--- src/rtl/axi_rd_arbiter.sv ---
// Two-master AXI read arbiter: round-robin AR grant locked until handshake,
// per-master outstanding-burst limit, R beats routed back by the ID MSB.
module axi_rd_arbiter #(
    parameter int AXI_ID_W   = 4,
    parameter int AXI_DATA_W = 32,
    parameter int MAX_OSTD   = 4
) (
    input  logic                  aclk,
    input  logic                  areset,

    input  logic                  m0_arvalid,
    output logic                  m0_arready,
    input  logic [AXI_ID_W-1:0]   m0_arid,
    input  logic [3:0]            m0_arlen,
    output logic                  m0_rvalid,
    input  logic                  m0_rready,
    output logic [AXI_ID_W-1:0]   m0_rid,
    output logic [1:0]            m0_rresp,
    output logic [AXI_DATA_W-1:0] m0_rdata,
    output logic                  m0_rlast,

    input  logic                  m1_arvalid,
    output logic                  m1_arready,
    input  logic [AXI_ID_W-1:0]   m1_arid,
    input  logic [3:0]            m1_arlen,
    output logic                  m1_rvalid,
    input  logic                  m1_rready,
    output logic [AXI_ID_W-1:0]   m1_rid,
    output logic [1:0]            m1_rresp,
    output logic [AXI_DATA_W-1:0] m1_rdata,
    output logic                  m1_rlast,

    output logic                  s_arvalid,
    input  logic                  s_arready,
    output logic [AXI_ID_W:0]     s_arid,
    output logic [3:0]            s_arlen,
    input  logic                  s_rvalid,
    output logic                  s_rready,
    input  logic [AXI_ID_W:0]     s_rid,
    input  logic [1:0]            s_rresp,
    input  logic [AXI_DATA_W-1:0] s_rdata,
    input  logic                  s_rlast,

    output logic                  err_unexp_r
);

    localparam int               CNT_W   = $clog2(MAX_OSTD) + 1;
    localparam logic [CNT_W-1:0] MAX_CNT = CNT_W'(MAX_OSTD);

    typedef enum logic [1:0] {
        IDLE  = 2'd0,
        LOCK0 = 2'd1,
        LOCK1 = 2'd2
    } state_e;

    state_e           state_q, state_d;
    logic             rr_ptr_q, rr_ptr_d;
    logic [CNT_W-1:0] ost_cnt_q [2];
    logic [CNT_W-1:0] ost_cnt_d [2];
    logic             err_unexp_r_q, err_unexp_r_d;

    logic [1:0] elig;
    logic [1:0] ar_grant;
    logic [1:0] r_sel_n;
    logic [1:0] ost_inc;
    logic [1:0] ost_dec;
    logic       ar_hs;
    logic       r_hs;
    logic       r_sel;

    // AR side: outputs decode from the registered grant, so IDLE drives nothing.
    always_comb begin
        elig[0]     = m0_arvalid && (ost_cnt_q[0] < MAX_CNT);
        elig[1]     = m1_arvalid && (ost_cnt_q[1] < MAX_CNT);
        ar_grant[0] = (state_q == LOCK0);
        ar_grant[1] = (state_q == LOCK1);
        s_arvalid   = (ar_grant[0] & m0_arvalid) | (ar_grant[1] & m1_arvalid);
        m0_arready  = ar_grant[0] & s_arready;
        m1_arready  = ar_grant[1] & s_arready;
        s_arid      = ar_grant[1] ? {1'b1, m1_arid} : {1'b0, m0_arid};
        s_arlen     = ar_grant[1] ? m1_arlen : m0_arlen;
        ar_hs       = s_arvalid & s_arready;
    end

    always_comb begin
        r_sel     = s_rid[AXI_ID_W];
        r_sel_n   = {r_sel, ~r_sel};
        m0_rvalid = s_rvalid & ~r_sel;
        m1_rvalid = s_rvalid & r_sel;
        s_rready  = r_sel ? m1_rready : m0_rready;
        m0_rid    = s_rid[AXI_ID_W-1:0];
        m1_rid    = s_rid[AXI_ID_W-1:0];
        m0_rresp  = s_rresp;
        m1_rresp  = s_rresp;
        m0_rdata  = s_rdata;
        m1_rdata  = s_rdata;
        m0_rlast  = s_rlast;
        m1_rlast  = s_rlast;
        r_hs      = s_rvalid & s_rready;
    end

    always_comb begin
        state_d       = state_q;
        rr_ptr_d      = rr_ptr_q;
        err_unexp_r_d = err_unexp_r_q;
        ost_inc       = ar_grant & {2{ar_hs}};
        ost_dec       = r_sel_n & {2{r_hs & s_rlast}};

        unique case (state_q)
            IDLE: begin
                if (elig == 2'b11) state_d = rr_ptr_q ? LOCK1 : LOCK0;
                else if (elig[0])  state_d = LOCK0;
                else if (elig[1])  state_d = LOCK1;
            end
            LOCK0: begin
                if (ar_hs) begin
                    state_d  = IDLE;
                    rr_ptr_d = 1'b1;
                end
            end
            LOCK1: begin
                if (ar_hs) begin
                    state_d  = IDLE;
                    rr_ptr_d = 1'b0;
                end
            end
            default: state_d = IDLE;
        endcase

        // A beat for a master with nothing outstanding flags an error and never wraps the count.
        for (int n = 0; n < 2; n++) begin
            ost_cnt_d[n] = ost_cnt_q[n];
            if (ost_inc[n] && !ost_dec[n])
                ost_cnt_d[n] = ost_cnt_q[n] + CNT_W'(1);
            else if (ost_dec[n] && !ost_inc[n] && (ost_cnt_q[n] != '0))
                ost_cnt_d[n] = ost_cnt_q[n] - CNT_W'(1);
            if (r_hs && r_sel_n[n] && (ost_cnt_q[n] == '0))
                err_unexp_r_d = 1'b1;
        end
    end

    // NOTE: state uses non-blocking assignments so every flop samples pre-edge values.
    always_ff @(posedge aclk or posedge areset) begin
        if (areset) begin
            state_q       <= IDLE;
            rr_ptr_q      <= 1'b0;
            ost_cnt_q[0]  <= '0;
            ost_cnt_q[1]  <= '0;
            err_unexp_r_q <= 1'b0;
        end else begin
            state_q       <= state_d;
            rr_ptr_q      <= rr_ptr_d;
            ost_cnt_q[0]  <= ost_cnt_d[0];
            ost_cnt_q[1]  <= ost_cnt_d[1];
            err_unexp_r_q <= err_unexp_r_d;
        end
    end

    assign err_unexp_r = err_unexp_r_q;

endmodule

--- config.mk ---
export PLATFORM = sky130hd
export DESIGN_NAME = axi_rd_arbiter
export DESIGN_NICKNAME = d
export VERILOG_FILES = /design/src/rtl/axi_rd_arbiter.sv
export SDC_FILE = /design/constraint.sdc
export NUM_CORES = 1
export LEC_CHECK = 0
export ABC_AREA = 0
export BUFFER_PORTS_ARGS = -buffer_cell sky130_fd_sc_hd__buf_2
export CAP_MARGIN = 20
export CELL_PAD_IN_SITES_DETAIL_PLACEMENT = 0
export CELL_PAD_IN_SITES_GLOBAL_PLACEMENT = 1
export CORE_MARGIN = 5
export CORE_UTILIZATION = 22
export DETAILED_ROUTE_END_ITERATION = 7
export GPL_TIMING_DRIVEN = 0
export PLACE_DENSITY = 0.86
export SLEW_MARGIN = 20
export SYNTH_ARGS = -nofsm -noshare
export SYNTH_HDL_FRONTEND = slang
export SYNTH_SLANG_ARGS = --single-unit
--- constraint.sdc ---
create_clock -name aclk -period 2.62 [get_ports aclk]
set_input_delay 0.524 -clock aclk [delete_from_list [all_inputs] [get_ports aclk]]
set_output_delay 0.524 -clock aclk [all_outputs]
set_load 0.02 [all_outputs]
==> results.tsv <==
stage	metric	value	unit
timing	worst_pin_slew	0.433	ns
yosys	ys_types	35	
clock_tree	htree_levels	1	
global_route	overflow	0	
yosys	syn_avg_cell_area	8.52	um2
layout	syn2layout_area_growth	51.0	%
min_path	hold_class	primary input to async pin	
global_route	grt.total_usage	0.0912	
timing	final_max_slew_viol_count	0	
floorplanning	core-area	6420	um2
setup_path	setup.worst_path.class	register to register	
detailed_routing	ant_nets	0	
global_route	grt_pass1_wl	6.35	mm
yosys	synth_flop_cell	dfrtp_1	
layout	layout-drive-gt1-share	0.739	
detailed_routing	first_pass_iters	4	
clock_tree	clock_latency	0.23	ns
detailed_routing	vias_per_cell	4.01	
layout	nets	365	
setup_path	critPathSlowestCell	fa_1	
clock_tree	cts_buffers	3	
timing	max_freq	444	MHz
timing	rsz0062_at_grt	no	
floorplanning	std_cell_rows	29	
setup_path	critPathMaxStageDelay	0.42	ns
detailed_routing	wl_per_cell	10.9	um
placed_design	place.gp.congestion	0.734	
timing	fin_crit_sh	0.860	
timing	post-route-min-period	2.25	ns
placed_design	port_buffers	119	
floorplanning	die_w	91.6	um
timing	worst_hold_slack	0.285	ns
floorplanning	initial_utilization	0.228	
power_and_ir_drop	ir_drop	0.000235	V
timing	finalSetupTns	0	ns
detailed_routing	vias	1491	
yosys	synth-async-reset-ratio	1.00	
yosys	synth_edf_count	0	
timing	finalClockSkew	0.000316	ns
clock_tree	root_buffer	clkbuf_8	
yosys	syn_area	1470	um2
clock_tree	cts.sinks	10	
timing	slew_headroom	0.711	
global_route	antenna_found_initial	1	
setup_path	cp_top_family	adder cells	
setup_path	endpoint_kind	register	
floorplanning	die_area	8390	um2
clock_tree	clk_pin_slew	0.05	ns
timing	final-setup-viol-count	0	
yosys	syn_inst	172	
setup_path	start_kind	register	
setup_path	cp.arrival	2.37	ns
status	run_status	finished, final reports clean	
yosys	ys.warnings.count	0	
yosys	synth_nets	241	
setup_path	cp.required	2.74	ns
setup_path	cp_max_fo	5	
detailed_routing	drt_iter0_drc	31	
yosys	ys_seq_elements	10	
clock_tree	cts_hold_buffers	0	
global_route	grt_max_degree	11	
floorplanning	io_pins	158	
clock_tree	cts_tree	done	
power_and_ir_drop	p_leak	1.27	nW
job	maxCapViolations	0	
detailed_routing	drcViolationCount	0	
detailed_routing	drt_wl_total	4.07	mm
layout	n_antenna_cell	0	
setup_path	path_buf_inv	2	
power_and_ir_drop	powerDensity	669	nW/um2
setup_path	crit_path_cell_trace	inv_1, ha_1, a21oi_1, or3_1, buf_6, fa_1, mux2i_4, xnor2_1	
clock_tree	cts_buffer_depth	2	
global_route	grt_pass1_vias	1467	
yosys	ys_seq_area_frac	0.171	
placed_design	place_hpwl	3.65	mm
power_and_ir_drop	power	0.00148	W
clock_tree	cts_resized	0	
clock_tree	post-cts-setup-buffer-count	0	
timing	hold_viol	0	
floorplanning	fp.dieH	91.6	um
synthesized netlist by cell type, types with 2 or more instances:
| library cell | instances | share of area |
|---|---|---|
| o221ai_1 | 2 | 0.012 |
| a21oi_1 | 6 | 0.020 |
| o211ai_1 | 2 | 0.010 |
| buf_4 | 79 | 0.40 |
| nand2b_1 | 2 | 0.0085 |
| a32o_1 | 2 | 0.014 |
| inv_1 | 11 | 0.028 |
| a31oi_1 | 2 | 0.0085 |
| mux2i_1 | 4 | 0.027 |
| mux2_2 | 9 | 0.069 |
| dfrtp_1 | 10 | 0.17 |
| or3_1 | 2 | 0.0085 |
| nand2_1 | 7 | 0.018 |
| ha_1 | 3 | 0.026 |
| nor2_1 | 6 | 0.015 |
| a211oi_1 | 2 | 0.010 |
| fa_1 | 2 | 0.027 |
| xnor2_1 | 2 | 0.012 |
| nor3_1 | 3 | 0.010 |
layout by cell type, fill, tap and decap left out, types with 2 or more instances in the layout:
cell,Yosys,layout
a211oi_1,2,2
a21oi_1,6,6
a31oi_1,2,2
a32o_1,2,2
buf_2,0,119
buf_4,79,79
clkbuf_8,0,4
dfrtp_1,10,10
fa_1,2,2
ha_1,3,3
inv_1,11,11
mux2_2,9,9
mux2i_1,4,4
nand2_1,7,7
nand2b_1,2,2
nor2_1,6,6
nor3_1,3,3
o211ai_1,2,2
o221ai_1,2,2
or3_1,2,2
xnor2_1,2,2
registers in the layout, summed over array words and instances, names as in the netlist:
register	count
state_q	2
err_unexp_r	1
ost_cnt_q	6
rr_ptr_q	1
power breakdown:
part | switching (W) | total [W] | leakage [nW] | internal (W)
clock network | 0.0000578 | 0.000190 | 0.0288 | 0.000132
logic | 0.000534 | 0.000982 | 1.13 | 0.000448
registers | 0.0000749 | 0.000307 | 0.114 | 0.000232
logic make-up (layout without fill, tap and decap cells):
group,count (synthesis),count (layout),share of synthesized area
XOR/XNOR,3,3,0.0179
multiplexers,14,14,0.112
AO/OA/AOI/OAI,19,19,0.0905
flip-flops,10,10,0.171
AND/OR/NAND/NOR,29,29,0.113
adder cells (fa/ha/maj),5,5,0.0530
buffers and inverters,92,215,0.443
cell type report:
cell class | instances | area, um2
well taps | 77 | 96.3
plain buffers | 81 | 608
clock buffers | 4 | 55.1
repair buffers | 119 | 596
flip-flops and latches | 10 | 250
fillers | 658 | 4210
inverters | 11 | 41.3
multi-input cells | 70 | 566
worst paths after layout:
| kind | from | to | slack (ns) | depth (start not counted) |
|---|---|---|---|---|
| setup / recovery | state_q[1] | ost_cnt_q[2] | 0.37 | 8 |
| hold / removal | areset | ost_cnt_q[1] | 0.28 | 2 |
| setup reg to reg | state_q[1] | ost_cnt_q[2] | 0.37 | 8 |
| hold reg to reg | err_unexp_r | err_unexp_r | 0.48 | 1 |
| max in group asynchronous | areset | ost_cnt_q[5] | 2.04 | 2 |
| min in group aclk | err_unexp_r | err_unexp_r | 0.48 | 1 |
routing by layer:
layer,vias to the layer above,GRT usage,routed length [um]
li1,738,-,-
met1,638,0.0951,1390
met2,107,0.165,2020
met3,6,0.0397,591
met4,2,0.0264,51
met5,-,0,20
per-stage QoR:
stage	utilization	setup WS, ns	instances	instance area (um2)
floorplan	-	0.354	172	1470
global placement	0.336	0.409	368	2160
detailed placement	0.336	0.375	368	2160
CTS	0.344	0.363	372	2210
global route	0.344	0.223	372	2210
finish	0.344	0.366	372	2210
Power figures use the tool's default switching activity.
